`src/rtl/ctrl_pipe_pkg.sv`:
```
// Shared definitions for the control-word pipeline: the decoded control bundle,
// default depth and bubble encoding, and the per-slot select encoding.
package ctrl_pipe_pkg;

    typedef struct packed {
        logic [4:0] alu_op;
        logic       reg_write;
        logic       mem_read;
        logic       mem_write;
        logic       branch;
        logic       jump;
        logic [1:0] wb_sel;
        logic [2:0] imm_sel;
        logic [4:0] rd;
        logic [4:0] rs1;
        logic [4:0] rs2;
        logic [1:0] spare;
    } controls_s;

    localparam int          STAGES_DEFAULT   = 3;
    localparam logic [31:0] NOP_CTRL_DEFAULT = '0;

    typedef enum logic [1:0] {
        SEL_LOAD   = 2'd0,
        SEL_HOLD   = 2'd1,
        SEL_BUBBLE = 2'd2
    } slot_sel_e;

    // Flush beats hold; a slot whose source was killed or frozen takes a bubble.
    function automatic slot_sel_e slot_select(input logic flush_here,
                                              input logic hold_here,
                                              input logic block_src);
        slot_sel_e sel;
        if (flush_here)
            sel = SEL_BUBBLE;
        else if (hold_here)
            sel = SEL_HOLD;
        else if (block_src)
            sel = SEL_BUBBLE;
        else
            sel = SEL_LOAD;
        return sel;
    endfunction

endpackage

```
`src/rtl/ctrl_pipe_slot.sv`:
```
// One pipeline slot: a valid bit plus control word with load / hold / bubble select.
module ctrl_pipe_slot
    import ctrl_pipe_pkg::*;
#(
    parameter int            CW       = 32,
    parameter logic [CW-1:0] NOP_CTRL = '0
) (
    input  logic          clk,
    input  logic          reset,
    input  slot_sel_e     sel,
    input  logic          d_valid,
    input  logic [CW-1:0] d_ctrl,
    output logic          q_valid,
    output logic [CW-1:0] q_ctrl
);

    logic          valid_reg;
    logic [CW-1:0] ctrl_reg;

    always_ff @(posedge clk) begin
        if (reset) begin
            valid_reg <= 1'b0;
            ctrl_reg  <= NOP_CTRL;
        end else begin
            case (sel)
                SEL_LOAD: begin
                    valid_reg <= d_valid;
                    ctrl_reg  <= d_ctrl;
                end
                SEL_HOLD: begin
                    valid_reg <= valid_reg;
                    ctrl_reg  <= ctrl_reg;
                end
                default: begin
                    valid_reg <= 1'b0;
                    ctrl_reg  <= NOP_CTRL;
                end
            endcase
        end
    end

    assign q_valid = valid_reg;
    assign q_ctrl  = ctrl_reg;

endmodule

```
`src/rtl/ctrl_pipe.sv`:
```
// Control-word pipeline from decode to writeback with per-stage stall, flush,
// valid tracking and a registered in-flight count. Stage 0 is the youngest.
module ctrl_pipe
    import ctrl_pipe_pkg::*;
#(
    parameter int            STAGES   = STAGES_DEFAULT,
    parameter int            CW       = $bits(controls_s),
    parameter logic [CW-1:0] NOP_CTRL = CW'(NOP_CTRL_DEFAULT)
) (
    input  logic                         clk,
    input  logic                         reset,
    input  logic [CW-1:0]                ctrl_i,
    input  logic                         valid_i,
    input  logic [STAGES-1:0]            stall_i,
    input  logic [STAGES-1:0]            flush_i,
    output logic                         accept_o,
    output logic [STAGES*CW-1:0]         ctrl_o,
    output logic [STAGES-1:0]            valid_o,
    output logic [$clog2(STAGES+1)-1:0]  inflight_o
);

    localparam int IW = $clog2(STAGES+1);

    logic [STAGES-1:0] hold_eff;
    logic [STAGES-1:0] flush_eff;
    logic [STAGES-1:0] src_valid;
    logic [STAGES-1:0] valid_next;
    logic [CW-1:0]     src_ctrl [STAGES];
    slot_sel_e         sel      [STAGES];
    logic [IW-1:0]     inflight_next;
    logic [IW-1:0]     inflight_reg;

    genvar gi;
    generate
        for (gi = 0; gi < STAGES; gi++) begin : g_stage
            // A stall or flush at stage j reaches every stage at or below j.
            assign hold_eff[gi]  = |(stall_i >> gi);
            assign flush_eff[gi] = |(flush_i >> gi);

            if (gi == 0) begin : g_head
                assign src_valid[gi] = valid_i;
                assign src_ctrl[gi]  = ctrl_i;
                assign sel[gi]       = slot_select(flush_eff[gi], hold_eff[gi], 1'b0);
            end else begin : g_body
                assign src_valid[gi] = valid_o[gi-1];
                assign src_ctrl[gi]  = ctrl_o[(gi-1)*CW +: CW];
                assign sel[gi]       = slot_select(flush_eff[gi], hold_eff[gi],
                                                   flush_eff[gi-1] | hold_eff[gi-1]);
            end

            always_comb begin
                valid_next[gi] = 1'b0;
                if (!reset) begin
                    case (sel[gi])
                        SEL_LOAD: valid_next[gi] = src_valid[gi];
                        SEL_HOLD: valid_next[gi] = valid_o[gi];
                        default:  valid_next[gi] = 1'b0;
                    endcase
                end
            end

            ctrl_pipe_slot #(
                .CW       (CW),
                .NOP_CTRL (NOP_CTRL)
            ) u_slot (
                .clk     (clk),
                .reset   (reset),
                .sel     (sel[gi]),
                .d_valid (src_valid[gi]),
                .d_ctrl  (src_ctrl[gi]),
                .q_valid (valid_o[gi]),
                .q_ctrl  (ctrl_o[gi*CW +: CW])
            );
        end
    endgenerate

    always_comb begin
        inflight_next = '0;
        for (int k = 0; k < STAGES; k++)
            inflight_next = inflight_next + IW'(valid_next[k]);
    end

    always_ff @(posedge clk) begin
        if (reset)
            inflight_reg <= '0;
        else
            inflight_reg <= inflight_next;
    end

    assign inflight_o = inflight_reg;
    assign accept_o   = ~hold_eff[0] & ~flush_eff[0] & ~reset;

endmodule

```
`config.mk`:
```
export PLATFORM = sky130hd
export DESIGN_NAME = ctrl_pipe
export DESIGN_NICKNAME = d
export VERILOG_FILES = /design/src/rtl/ctrl_pipe_pkg.sv /design/src/rtl/ctrl_pipe_slot.sv /design/src/rtl/ctrl_pipe.sv
export SDC_FILE = /design/constraint.sdc
export NUM_CORES = 1
export LEC_CHECK = 0
export ABC_AREA = 1
export CORE_MARGIN = 2
export CORE_UTILIZATION = 25
export DETAILED_ROUTE_END_ITERATION = 6
export MAX_ROUTING_LAYER = met4
export SLEW_MARGIN = 10
export SYNTH_ARGS = -nofsm -noshare
export SYNTH_HDL_FRONTEND = slang
export SYNTH_HIERARCHICAL = 1
export SYNTH_SLANG_ARGS = --single-unit
```
`constraint.sdc`:
```
create_clock -name clk -period 2.2 [get_ports clk]
set_clock_uncertainty 0.2 [all_clocks]
set_input_delay 0.22 -clock clk [delete_from_list [all_inputs] [get_ports clk]]
set_output_delay 0.22 -clock clk [all_outputs]
set_load 0.05 [all_outputs]
```
==> metrics <==
Max IR drop VDD=322 uV; CP Cell Sequence=clkdlybuf4s50_1; DR WL/cell=14.1 um; first-pass GRT wire length=18,500 um; Yosys warnings=6; Pleak=1.94 nW; Max Transition Viols Final=0; CP Max Fanout=5; TritonCTS buffer count=9; Clock Latency Late Sink=0.34 ns; port bufs=142; area grow syn2layout=49.3%; sequential fraction of the synthesis area=0.511; post-place setup slack=-0.0192 ns; CP peak stage delay=0.85 ns; Final nets=661; Post-synth EDFFs=0; total grt overflow=0; Die X-Extent=130 um; core region area=15,300 um^2; Final HPWL DP=8520 um; commonest cells in the synthesized netlist=nand2_1, nand3_1, dfxtp_1; CP delay by family, top=buffers and inverters; register-to-register setup slack=0.55 ns; IO Count=143; Critical-path top delay cell=clkdlybuf4s50_1; largest net degree at the start of global routing=69; synthesized flop and latch total=101; critical path arrival=1.62 ns; Gate Count Post-Synth=486; gpl congestion=0.827; PD cells=633 nW/um^2; first-pass detailed-route iteration total=6; vias per cell=4.45; vias in the first global route=3,596; Die Y-Extent=130 um; initial DRC count=122; RSZ-0062 raised after global routing=false; Setup crit end kind=output pin; status=completed; ys flop type=dfxtp_1; fin crit share=0.927; H-tree depth=3; Yosys cell types=19; Max Buffers Root-to-Sink=2; Synthesized Nets=528; Max Cap Violations=0; Worst setup SP type=flop; share of cells above drive strength 1=0.0851; Post-Route WL=11,800 um; Fmax achieved=491 MHz; WS Path Type=flop to output pin; post-layout util=0.386; die area=16,800 um^2; final count of negative-setup-slack endpoints=0; initial antenna violation count=0; setup_tns=0 ns; ys async rst share=0; top cells by area, synth=dfxtp_1, nand3_1, a21oi_1, nand2_1, buf_6; Post-DRT Antenna Nets=0; FP Rows=45; ant diodes=0; Worst EP required=1.78 ns; clk sinks=101; TritonCTS clock tree=built; top-area cell type share of the netlist area=0.511; postcts setup bufs=0; hold_buf cts=0; leading area contributor after synthesis=dfxtp_1; fin crit period=2.04 ns; vias=3,710; CTS clk-pin slew, worst paths=0.07 ns; hold_ws=0.224 ns; CP Buf/Inv Count=1; count leader, synth=nand2_1; post_cts resized=0; syn_area_per_cell=8.14 um^2; Worst Max-Slew Pin Slew=0.710 ns; Total GRT Usage=0.146; Residual DRC=0; worst rel slew slack=0.526; worst min-delay path class=primary input to flop; Final WS setup=0.162 ns; Cell Area, Synth=3960 um^2; final hold viol count=0; CTS root buf=clkbuf_16; Initial Util=0.258
## logic make-up after synthesis
logic type,synth area share
buffers and inverters,0.0882
AND/OR/NAND/NOR,0.267
flip-flops,0.511
adder cells (fa/ha/maj),0.00506
AO/OA/AOI/OAI,0.129
## where the power goes
part	leakage, nW	switching [mW]	total (mW)	internal (mW)
sequential	0.814	0.0107	1.85	1.84
clock	0.136	0.717	1.52	0.806
combinational	0.986	0.218	0.364	0.147
## cell usage in the layout, fill, tap and decap left out
cell type and n:
inv_1 12, clkinvlp_4 1, nand3_1 102, buf_4 16
a21oi_1 100, dfxtp_1 101, inv_2 3, buf_12 8
clkbuf_16 9, fa_1 1, clkdlybuf4s50_1 140, clkinv_4 1
nor2_8 3, nor3_1 1, nand2_4 1, nand2_1 108
clkbuf_8 1, inv_6 3, nor2_4 3, nor2_1 5
a21oi_4 1, nor2_2 3
## flip-flops by register name, summed over array words and instances (netlist names)
register / flops
g_stage.u_slot/q_valid: 3
g_stage.u_slot/q_ctrl: 96
inflight_o: 2
## per-layer routing
| metal | GRT usage | vias up | routed length, um |
|---|---|---|---|
| met5 | - | - | 0 |
| met1 | 0.179 | 1689 | 5440 |
| met3 | 0.0279 | 17 | 581 |
| met2 | 0.233 | 105 | 5500 |
| met4 | 0.0633 | 0 | 266 |
| li1 | - | 1899 | - |
## layout make-up
type | instances | area (um^2)
inverter | 15 | 56.3
timing repair buffer | 164 | 1680
clock inverter | 5 | 42.5
multi-input combinational | 328 | 1600
fill | 1616 | 9410
tap | 211 | 264
sequential | 101 | 2020
clock buffer | 10 | 239
## final timing paths
kind | from | endpoint | cells past startpoint
max reg2reg | g_stage[1].u_slot/q_valid | inflight_o[0] | 7
max | g_stage[1].u_slot/q_valid | valid_o[1] | 1
min | reset | g_stage[0].u_slot/q_ctrl[28] | 3
min reg2reg | g_stage[2].u_slot/q_ctrl[23] | g_stage[2].u_slot/q_ctrl[23] | 2
## stage by stage
stage               std cells  total power, mW  area, um^2
floorplan                 486             2.10        3960
global placement          819             2.25        5620
detailed placement        819             2.26        5620
CTS                       834             3.78        5910
global route              834             3.88        5910
finish                    834             3.74        5910
No activity file was read; power rests on OpenSTA's default activity.
